`config.mk`:
```
export PLATFORM = sky130hd
export DESIGN_NAME = instr_prefetch_flat
export DESIGN_NICKNAME = d
export VERILOG_FILES = /design/src/rtl/instr_prefetch_pkg.sv /design/src/rtl/instr_prefetch_if.sv /design/src/rtl/ipf_fifo.sv /design/src/rtl/instr_prefetch.sv /design/src/flat_wrapper.sv
export SDC_FILE = /design/constraint.sdc
export NUM_CORES = 1
export LEC_CHECK = 0
export ABC_AREA = 1
export CORE_AREA = 2 2 135 203
export DETAILED_ROUTE_END_ITERATION = 8
export DIE_AREA = 0 0 137 205
export GPL_TIMING_DRIVEN = 0
export HOLD_SLACK_MARGIN = 0.15
export PLACE_DENSITY = 0.88
export SLEW_MARGIN = 20
export SYNTH_ARGS = -nofsm -noshare
export SYNTH_HDL_FRONTEND = slang
export SYNTH_HIERARCHICAL = 1
export SYNTH_SLANG_ARGS = --single-unit
```
`constraint.sdc`:
```
create_clock -name clk -period 4.8 [get_ports clk]
set_input_delay 0.96 -clock clk [delete_from_list [all_inputs] [get_ports clk]]
set_output_delay 0.96 -clock clk [all_outputs]
set_load 0.1 [all_outputs]
```
`src/rtl/instr_prefetch_pkg.sv`:
```
// Shared types and bus constants for the instruction prefetcher.
// Bus access codes and the queue entry layout live here so top, FIFO and bench agree.
package instr_prefetch_pkg;

  localparam int BUS_WIDTH       = 32;
  localparam int BUS_ACC_WIDTH   = 2;
  localparam logic [BUS_ACC_WIDTH-1:0] BUS_ACC_4B = 2'b10;
  localparam int IPF_ENTRY_WIDTH = 65;

  // One queued fetch result: address, fetched word, and whether the bus rejected it.
  typedef struct packed {
    logic [31:0]          pc;
    logic [BUS_WIDTH-1:0] data;
    logic                 fault;
  } ipf_entry_t;

  typedef enum logic [1:0] {
    FS_IDLE = 2'd0,
    FS_PEND = 2'd1,
    FS_DROP = 2'd2
  } fetch_state_e;

  function automatic logic [31:0] pc_next(input logic [31:0] pc);
    return pc + 32'd4;
  endfunction

endpackage

```
`src/rtl/instr_prefetch_if.sv`:
```
// Instruction bus between the prefetcher (master) and memory (slave).
// Single-outstanding read bus: req strobe, fault same cycle, resp one or more cycles later.
interface instr_prefetch_if;
  import instr_prefetch_pkg::*;

  logic [31:0]              ibus_addr;
  logic                     ibus_w_rb;
  logic [BUS_ACC_WIDTH-1:0] ibus_acc;
  logic [BUS_WIDTH-1:0]     ibus_wdata;
  logic                     ibus_req;
  logic [BUS_WIDTH-1:0]     ibus_rdata;
  logic                     ibus_resp;
  logic                     ibus_fault;

  modport master (
    output ibus_addr, ibus_w_rb, ibus_acc, ibus_wdata, ibus_req,
    input  ibus_rdata, ibus_resp, ibus_fault
  );

  modport slave (
    input  ibus_addr, ibus_w_rb, ibus_acc, ibus_wdata, ibus_req,
    output ibus_rdata, ibus_resp, ibus_fault
  );

endinterface

```
`src/rtl/ipf_fifo.sv`:
```
// Synchronous FIFO with two ordered write ports (push before push2), pop and flush.
// Latency: write visible at head the cycle after push; no internal backpressure, caller guards count.
module ipf_fifo #(
  parameter int DEPTH = 2,
  parameter int WIDTH = 65,
  localparam int AW = $clog2(DEPTH),
  localparam int CW = $clog2(DEPTH + 1)
) (
  input  logic             clk,
  input  logic             rstn,
  input  logic             flush,
  input  logic             push,
  input  logic [WIDTH-1:0] push_dat,
  input  logic             push2,
  input  logic [WIDTH-1:0] push2_dat,
  input  logic             pop,
  output logic [WIDTH-1:0] head_dat,
  output logic [CW-1:0]    count
);

  logic [WIDTH-1:0] mem [DEPTH];
  logic [AW-1:0]    rd_ptr;
  logic [AW-1:0]    wr_ptr;
  logic [AW-1:0]    wr2_ptr;

  // The second write lands behind the first when both fire in one cycle.
  assign wr2_ptr  = wr_ptr + AW'(push);
  assign head_dat = mem[rd_ptr];

  always_ff @(posedge clk or negedge rstn) begin
    if (!rstn) begin
      for (int i = 0; i < DEPTH; i++) mem[i] <= '0;
      rd_ptr <= '0;
      wr_ptr <= '0;
      count  <= '0;
    end else if (flush) begin
      rd_ptr <= '0;
      wr_ptr <= '0;
      count  <= '0;
    end else begin
      if (push)  mem[wr_ptr]  <= push_dat;
      if (push2) mem[wr2_ptr] <= push2_dat;
      wr_ptr <= wr_ptr + AW'(push) + AW'(push2);
      rd_ptr <= rd_ptr + AW'(pop);
      count  <= count + CW'(push) + CW'(push2) - CW'(pop);
    end
  end

endmodule

```
`src/rtl/instr_prefetch.sv`:
```
// Instruction prefetcher: one outstanding bus read feeding a DEPTH-entry in-order queue.
// Latency flush->instr_valid 3 cycles on a 1-cycle bus; stops issuing when queue plus in-flight fill DEPTH.
module instr_prefetch
  import instr_prefetch_pkg::*;
#(
  parameter int          DEPTH    = 2,
  parameter logic [31:0] RESET_PC = 32'h0
) (
  input  logic                clk,
  input  logic                rstn,
  input  logic                flush,
  input  logic [31:0]         flush_pc,
  instr_prefetch_if.master    ibus,
  output logic [31:0]         instr,
  output logic [31:0]         instr_pc,
  output logic                instr_fault,
  output logic                instr_valid,
  input  logic                instr_ready
);

  localparam int CW = $clog2(DEPTH + 1);
  localparam logic [CW:0] DEPTH_W = (CW + 1)'(DEPTH);

  fetch_state_e fs_q, fs_d;
  logic [31:0]  fetch_pc_q;
  logic [31:0]  req_pc_q;
  logic         halt_q;
  logic [CW-1:0] count;
  logic [CW:0]  occ;
  logic         pend, drop, pop, issue, issue_ok, resp_push, fault_push;
  ipf_entry_t   head, resp_ent, fault_ent;

  assign pend = (fs_q != FS_IDLE);
  assign drop = (fs_q == FS_DROP);
  assign pop  = instr_valid & instr_ready;

  // Slots already claimed: queued entries plus the in-flight read, minus what leaves now.
  assign occ = {1'b0, count} + {{CW{1'b0}}, pend} - {{CW{1'b0}}, pop};

  assign issue = rstn & ~flush & ~halt_q & ~drop & (~pend | ibus.ibus_resp) & (occ < DEPTH_W);
  assign issue_ok   = issue & ~ibus.ibus_fault;
  assign fault_push = issue & ibus.ibus_fault;
  assign resp_push  = ibus.ibus_resp & pend & ~drop & ~flush;

  assign resp_ent  = '{pc: req_pc_q,   data: ibus.ibus_rdata, fault: 1'b0};
  assign fault_ent = '{pc: fetch_pc_q, data: '0,              fault: 1'b1};

  assign ibus.ibus_addr  = fetch_pc_q;
  assign ibus.ibus_req   = issue;
  assign ibus.ibus_w_rb  = 1'b0;
  assign ibus.ibus_acc   = BUS_ACC_4B;
  assign ibus.ibus_wdata = '0;

  always_comb begin
    fs_d = fs_q;
    case (fs_q)
      FS_IDLE: if (issue_ok) fs_d = FS_PEND;
      FS_PEND: begin
        if (flush)               fs_d = ibus.ibus_resp ? FS_IDLE : FS_DROP;
        else if (ibus.ibus_resp) fs_d = issue_ok ? FS_PEND : FS_IDLE;
      end
      FS_DROP: if (ibus.ibus_resp) fs_d = FS_IDLE;
      default: fs_d = FS_IDLE;
    endcase
  end

  always_ff @(posedge clk or negedge rstn) begin
    if (!rstn) begin
      fs_q       <= FS_IDLE;
      fetch_pc_q <= RESET_PC;
      req_pc_q   <= '0;
      halt_q     <= 1'b0;
    end else begin
      fs_q <= fs_d;
      if (flush) begin
        fetch_pc_q <= flush_pc;
        halt_q     <= 1'b0;
      end else begin
        if (issue_ok) begin
          fetch_pc_q <= pc_next(fetch_pc_q);
          req_pc_q   <= fetch_pc_q;
        end
        if (fault_push) halt_q <= 1'b1;
      end
    end
  end

  ipf_fifo #(
    .DEPTH (DEPTH),
    .WIDTH (IPF_ENTRY_WIDTH)
  ) u_fifo (
    .clk       (clk),
    .rstn      (rstn),
    .flush     (flush),
    .push      (resp_push),
    .push_dat  (resp_ent),
    .push2     (fault_push),
    .push2_dat (fault_ent),
    .pop       (pop),
    .head_dat  (head),
    .count     (count)
  );

  assign instr_valid = (count != '0);
  assign instr       = instr_valid ? head.data  : '0;
  assign instr_pc    = instr_valid ? head.pc    : '0;
  assign instr_fault = instr_valid ? head.fault : 1'b0;

endmodule

```
`src/flat_wrapper.sv`:
```
// flat-port wrapper written by rule: the top's interface ports become plain ports
module instr_prefetch_flat import instr_prefetch_pkg::*;
#(
  parameter int          DEPTH    = 2,
  parameter logic [31:0] RESET_PC = 32'h0
)
  (clk, rstn, flush, flush_pc, instr, instr_pc, instr_fault, instr_valid, instr_ready, ibus_ibus_addr, ibus_ibus_w_rb, ibus_ibus_acc, ibus_ibus_wdata, ibus_ibus_req, ibus_ibus_rdata, ibus_ibus_resp, ibus_ibus_fault);
  instr_prefetch_if ibus_i ();
  input  logic clk;
  input  logic rstn;
  input  logic flush;
  input  logic [31:0] flush_pc;
  output logic [31:0] instr;
  output logic [31:0] instr_pc;
  output logic instr_fault;
  output logic instr_valid;
  input  logic instr_ready;
  output wire logic [$bits(ibus_i.ibus_addr)-1:0] ibus_ibus_addr;
  output wire logic [$bits(ibus_i.ibus_w_rb)-1:0] ibus_ibus_w_rb;
  output wire logic [$bits(ibus_i.ibus_acc)-1:0] ibus_ibus_acc;
  output wire logic [$bits(ibus_i.ibus_wdata)-1:0] ibus_ibus_wdata;
  output wire logic [$bits(ibus_i.ibus_req)-1:0] ibus_ibus_req;
  input wire logic [$bits(ibus_i.ibus_rdata)-1:0] ibus_ibus_rdata;
  input wire logic [$bits(ibus_i.ibus_resp)-1:0] ibus_ibus_resp;
  input wire logic [$bits(ibus_i.ibus_fault)-1:0] ibus_ibus_fault;
  assign ibus_ibus_addr = ibus_i.ibus_addr;
  assign ibus_ibus_w_rb = ibus_i.ibus_w_rb;
  assign ibus_ibus_acc = ibus_i.ibus_acc;
  assign ibus_ibus_wdata = ibus_i.ibus_wdata;
  assign ibus_ibus_req = ibus_i.ibus_req;
  assign ibus_i.ibus_rdata = ibus_ibus_rdata;
  assign ibus_i.ibus_resp = ibus_ibus_resp;
  assign ibus_i.ibus_fault = ibus_ibus_fault;
  instr_prefetch #(.DEPTH(DEPTH), .RESET_PC(RESET_PC)) u_core (.clk(clk), .rstn(rstn), .flush(flush), .flush_pc(flush_pc), .ibus(ibus_i), .instr(instr), .instr_pc(instr_pc), .instr_fault(instr_fault), .instr_valid(instr_valid), .instr_ready(instr_ready));
endmodule
```
==> results of run 1 <==
path summary, 6_finish.rpt:
check | startpoint | end | cells past startpoint
max reg2reg | u_core/u_fifo/count[1] | u_core/u_fifo/count[1] | 22
min in group clk | u_core/u_fifo/mem[20] | u_core/u_fifo/mem[20] | 2
min reg2reg | u_core/u_fifo/mem[20] | u_core/u_fifo/mem[20] | 2
max in group asynchronous | rstn | u_core/u_fifo/mem[82] | 2
max | instr_ready | ibus_ibus_req | 14
min | rstn | u_core/u_fifo/mem[105] | 1
worst max-delay path, cell delays in order:
cell and delay [ps]:
clkdlybuf4s50_1 490, inv_1 50, nor2_1 270, ha_1 290, inv_1 50, nand2_1 50, fa_1 480, inv_1 50
nor2_1 80, nand2_1 70, nor2_2 140, nand2_1 70, inv_1 110, buf_2 440
cell type report:
class	count	area (µm²)	share of cell area, %
tap	337	422	2.41
multi-input combinational	1646	7470	42.7
inverter	316	1190	6.77
clock inverter	8	121	0.693
timing repair buffer	169	1730	9.86
buffer	180	911	5.20
sequential	201	5030	28.7
clock buffer	31	646	3.69
power by group through the flow:
stage	Combinational [µW]	Sequential, µW	Clock, µW
global placement	5850	2960	0
detailed placement	6000	3000	0
CTS	6030	2980	1840
floorplan	4160	3260	0
finish	6120	3010	1840
global route	6590	3090	1910
stage by stage:
stage / area, µm² / hold slack [ps] / cells / worst slack [ps] / util [%]
finish: 17500 / 249 / 2888 / 233 / 66.6
global route: 17500 / 252 / 2888 / 46.6 / 66.6
CTS: 17500 / 246 / 2888 / 27.8 / 66.6
detailed placement: 16700 / 481 / 2850 / -573 / 63.7
global placement: 16700 / 475 / 2848 / -6410 / 63.4
floorplan: 14600 / 463 / 2344 / 32.2 / -
synthesized netlist by cell type:
cell type	count	area [µm²]
nand3_4	1	17.5
nand3b_1	1	7.51
buf_4	37	278
xnor2_1	3	26.3
buf_1	6	22.5
nor2_2	6	37.5
clkbuf_1	70	263
o211ai_1	6	45.0
nand2_1	859	3220
or2_2	3	18.8
inv_1	310	1160
nor3_1	3	15.0
buf_2	67	335
nand2_2	1	6.26
inv_2	5	18.8
a21oi_1	7	35.0
o21ai_1	1	5.00
o21a_1	1	7.51
clkinv_1	1	3.75
nand4_1	3	18.8
mux2_2	65	732
ha_1	3	37.5
nand3_1	432	2160
fa_1	2	40.0
nand2_4	1	11.3
buf_6	1	11.3
conb_1	2	7.51
nor2_1	126	473
o21ai_0	43	215
xor2_1	6	52.6
dfrtp_1	201	5030
o22ai_1	3	18.8
flip-flops by register name (all words and copies together), names as in the netlist:
signal	flops
u_core/halt_q	1
u_core/u_fifo/count	2
u_core/u_fifo/rd_ptr	1
u_core/fs_q	2
u_core/u_fifo/mem	130
u_core/req_pc_q	32
u_core/u_fifo/wr_ptr	1
u_core/ibus.ibus_addr	32
routing by layer:
layer	GRT usage [%]	vias up	part of all wire [%]
met5	0	-	0
met4	24.2	0	7.5
met3	4.70	294	9.9
met2	57.9	1160	48
met1	40.0	7262	35
li1	-	7434	-
cells by family (layout without fill, tap and decap cells):
family                     Yosys count  in the layout
muxes                               65             65
DFF                                201            201
AOI/OAI and AO/OA                   61             61
other                                2             70
xor gates and xnor gates             9              9
adders and majority gates            5              5
buffers and inverters              497            704
and+or+nand+nor                   1436           1436
what timing repair did:
action / 4_1_cts / 5_1_grt
gates cloned: 0 / 0
resized for setup: 5 / 5
pin swaps: 0 / 0
buffers inserted: 0 / 0
setup endpoints to repair: 8 / 3
hold endpoints to repair: 0 / 0
==> run summary, run 1 <==
status - finished, final reports clean
Final Hold Vio Count - 0
Max-Cap Viols - 0
worst slew pin tran - 1080 ps
Cell Int Power - 5180 µW
Slew headroom - 27.5%
Adder-Cell Fraction of Synth Area - 0.541%
cts bufs inserted - 22
Vias/cell - 5.59
#FFs+latches synth - 201
Iter 0 DRT Violations - 1995
most frequent cells in the layout - nand2_1, nand3_1, inv_1, dfrtp_1, clkdlybuf4s50_1
HPWL Detailed - 33900 µm
clk_lat worst skew - 520 ps
Sw Ratio - 52.8%
Clk pin slew, worst setup/hold paths - 60 ps
Pwr per Cell Area - 626 mW/mm²
final WL - 48600 µm
Tmin final - 4570 ps
Data required, critical path - 3840 ps
diodes inserted - 0
antenna-violating nets left - 0
f_max - 219 MHz
average routed wire per standard cell - 16.8 µm
global-route wire length before repair - 76800 µm
Final #Nets - 2611
Synth Area in Compound Gates - 2.28%
total die area - 0.0281 mm²
Top Ports - 204
xor/xnor cell area share of the yosys netlist - 0.550%
die span in x - 137 µm
Combinational Power Share - 55.8%
proportion of synthesized area in mux cells - 5.10%
peak supply drop - 0.414 mV
setup TNS - 0 ps
number of antenna violations at the first check in global routing - 0
CTS Hold Buffers Added - 0
CTS tree - yes
yosys warns - 6
Mean Syn Cell Area - 6.30 µm²
layout cells sized above 1 - 8.94%
largest net degree at the start of global routing - 98
Final Max Tran Viols - 0
Netlist cell types - 32
final setup violation count - 0
CP Data Arrival Time - 3610 ps
hold crit path type - in2async
die height - 205 µm
type of the worst setup path - in2out
Static Leak - 0.00944 µW
root buffer cell - clkbuf_16
Via Count - 16150
GRT Total Usage - 34.5%
Pwr Total - 11000 µW
gr ovfl total - 0
CP startpoint kind - input port
synthesized area - 0.0143 mm²
CTS Buffer Depth - 3
RePlAce Congestion - 0.973
P&R area growth vs syn - 22.1%
Seq pwr share - 27.5%
H-tree levels - 1
fillers - 2290
Simple-Gate Fraction of Synth Area - 41.8%
initial core utilization - 54.5%
largest family of logic cells by synthesized area - simple AND/OR/NAND/NOR gates
Net Sw Power - 5790 µW
Post-Syn Instances - 2276
Clock power frac - 16.7%
DRC viols - 0
Site Rows - 73
skew final - 14.4 ps
commonest non-fill, non-tap cell in the layout - nand2_1
vias in the first global route - 15489
core area - 0.0263 mm²
crit share post-route - 95.2%
Setup crit end kind - output port
Max FO, Critical Path - 3
FF-to-FF setup slack - 320 ps
Pre-antenna DRT Iters - 6
Port-buffer cells - 167
TritonCTS Sinks - 201
RSZ-0062 raised after global routing - false
register area share after synthesis - 35.1%
(Power assumes the default switching activity.)
==> run 2, diff against run 1 <==
--- a/config.mk
+++ b/config.mk
@@ -12,6 +12,7 @@
 export GPL_TIMING_DRIVEN = 0
 export HOLD_SLACK_MARGIN = 0.15
 export PLACE_DENSITY = 0.88
+export RECOVER_POWER = 25
 export SLEW_MARGIN = 20
 export SYNTH_ARGS = -nofsm -noshare
 export SYNTH_HDL_FRONTEND = slang
==> run summary, run 2 (synthesis results as in run 1) <==
min setup slack post-route - 218 ps (-15.0 ps)
total die area - 0.0281 mm² (unchanged)
Worst Hold Launch - u_core/u_fifo/mem[20]
type of the worst setup path - in2out
cell mode on critical path - inv_1
Worst path slowest cell - clkdlybuf4s50_1
Final Hold Vio Count - 0 (unchanged)
setup TNS - 0 ps (unchanged)
H-tree levels - 1 (unchanged)
commonest non-fill, non-tap cell in the layout - nand2_1
final WL - 48600 µm (about the same)
RePlAce Congestion - 0.973 (unchanged)
Cell Int Power - 5180 µW (about the same)
f_max - 218 MHz (-0.33%)
CP Data Arrival Time - 3620 ps (about the same)
Largest register FFs - 130 (unchanged)
worst setup path start - instr_ready
HPWL Detailed - 33900 µm (unchanged)
Pwr Total - 11000 µW (about the same)
Pre-antenna DRT Iters - 7 (+1)
final setup violation count - 0 (unchanged)
Site Rows - 73 (unchanged)
Biggest register - u_core/u_fifo/mem
TritonCTS Sinks - 201 (unchanged)
Clk pin slew, worst setup/hold paths - 60 ps (about the same)
core area - 0.0263 mm² (unchanged)
Seq pwr share - 27.5% (about the same)
P&R area growth vs syn - 21.9%
max incr delay on CP - 490 ps (about the same)
Static Leak - 0.00942 µW (-0.16%)
CP startpoint kind - input port
CTS tree - yes
cts bufs inserted - 22 (unchanged)
crit share post-route - 95.5% (+0.31 points)
Max-Cap Viols - 1 (+1)
Slew headroom - -65.6% (-93 points)
Via Count - 16194 (+0.27%)
largest net degree at the start of global routing - 98 (unchanged)
vias in the first global route - 15489 (unchanged)
die height - 205 µm (unchanged)
Port-buffer cells - 167 (unchanged)
root buffer cell - clkbuf_16
GRT Total Usage - 34.5% (unchanged)
Top Ports - 204 (unchanged)
hold crit path type - reg2reg
worst slew pin tran - 2480 ps (+1400 ps)
average routed wire per standard cell - 16.8 µm (about the same)
most frequent cells in the layout - nand2_1, nand3_1, inv_1, dfrtp_1, clkdlybuf4s50_1
number of antenna violations at the first check in global routing - 0 (unchanged)
status - finished, violations left
CTS Buffer Depth - 3 (unchanged)
global-route wire length before repair - 76800 µm (unchanged)
Tmin final - 4580 ps (+15.0 ps)
placed cell areas - 0.0167 mm² (unchanged)
Final Non-Filler Cells - 2888 (unchanged)
RSZ-0062 raised after global routing - false
final instance area - 0.0175 mm² (-0.19%)
gr ovfl total - 0 (unchanged)
DRC viols - 0 (unchanged)
peak supply drop - 0.416 mV (+0.48%)
die span in x - 137 µm (unchanged)
Pwr per Cell Area - 627 mW/mm² (+0.16%)
Sw Ratio - 52.8% (about the same)
Clock power frac - 16.8% (about the same)
antenna-violating nets left - 0 (unchanged)
Iter 0 DRT Violations - 1947 (-2.4%)
diodes inserted - 0 (unchanged)
worst r2r src - u_core/u_fifo/count[1]
DP Worst Slack - -573 ps (unchanged)
skew final - 19.0 ps (+4.58 ps)
Max FO, Critical Path - 3 (unchanged)
Setup crit end kind - output port
Combinational Power Share - 55.8% (about the same)
Data required, critical path - 3840 ps (about the same)
Final Max Tran Viols - 98 (+98)
Vias/cell - 5.61 (+0.27%)
Final #Nets - 2611 (unchanged)
clk_lat worst skew - 530 ps (about the same)
Net Sw Power - 5790 µW (about the same)
initial core utilization - 54.5% (unchanged)
violated checks - max-capacitance violations, max-slew violations
Inst Count DP - 2850 (unchanged)
CP Cell Sequence - clkdlybuf4s50_1 -> inv_1 -> nor2_1 -> ha_1 -> inv_1 -> nand2_1 -> fa_1 -> inv_1 -> nor2_1 -> nand2_1 -> nor2_2 -> nand2_1 -> inv_1 -> buf_2
layout cells sized above 1 - 8.90% (-0.039 points)
==> run 2: cell count changes in the layout (fill, tap and decap cells not counted) <==
cell / before / now
clkbuf_2: 1 / 2
buf_8: 1 / 0
clkbuf_1: 72 / 73
buf_16: 2 / 1
==> run 2: cell type report <==
| class | count | area, µm² |
|---|---|---|
| Fill cell | 2294 | 8830 |
| Multi-Input combinational cell | 1646 | 7470 |
| Sequential cell | 201 | 5030 |
| Timing Repair Buffer | 169 | 1690 |
| Inverter | 316 | 1190 |
| Buffer | 180 | 911 |
| Clock buffer | 31 | 646 |
| Tap cell | 337 | 422 |
| Clock inverter | 8 | 121 |
==> run 2: worst max-delay path, delay by kind of cell <==
kind	cells	cell delay [ps]
buf+inv	6	1200
simple gates	6	690
fa+ha+maj	2	770
==> run 2: repair_timing <==
item,CTS,global route
gates cloned,0,0
endpoints found under the setup margin,8,3
buffers inserted,0,0
hold buffers,0,0
resized for setup,5,5
==> run 2: per-layer routing <==
metal | global-route usage (%) | share of wire (%) | routed length [µm]
met1 | 40.0 | 35 | 17000
met2 | 57.9 | 48 | 23400
met3 | 4.70 | 9.6 | 4680
met4 | 24.2 | 7.2 | 3480
met5 | 0 | 0 | 0
==> run 2: path summary, 6_finish.rpt <==
path	end	slack, ps	cells past startpoint
setup / recovery	ibus_ibus_req	220	14
hold / removal	u_core/u_fifo/mem[20]	500	2
setup reg to reg	u_core/u_fifo/count[1]	320	22
hold reg to reg	u_core/u_fifo/mem[20]	500	2
max in group asynchronous	u_core/u_fifo/mem[120]	1290	2
min in group asynchronous	u_core/ibus.ibus_addr[4]	550	1
==> run 2: per-stage QoR <==
step           util [%]  hold WS [ps]
6_report           66.4           497
4_1_cts            66.6           246
3_5_place_dp       63.7           481
5_1_grt            66.4           512
2_1_floorplan         -           463
3_3_place_gp       63.4           475
==> run 2: power by group through the flow <==
stage | clock, µW | combinational, µW | sequential (µW)
after global placement | 0 | 5850 | 2960
final | 1840 | 6120 | 3010
after floorplan | 0 | 4160 | 3260
after detailed placement | 0 | 6000 | 3000
after global routing | 1910 | 6590 | 3090
after CTS | 1840 | 6030 | 2980
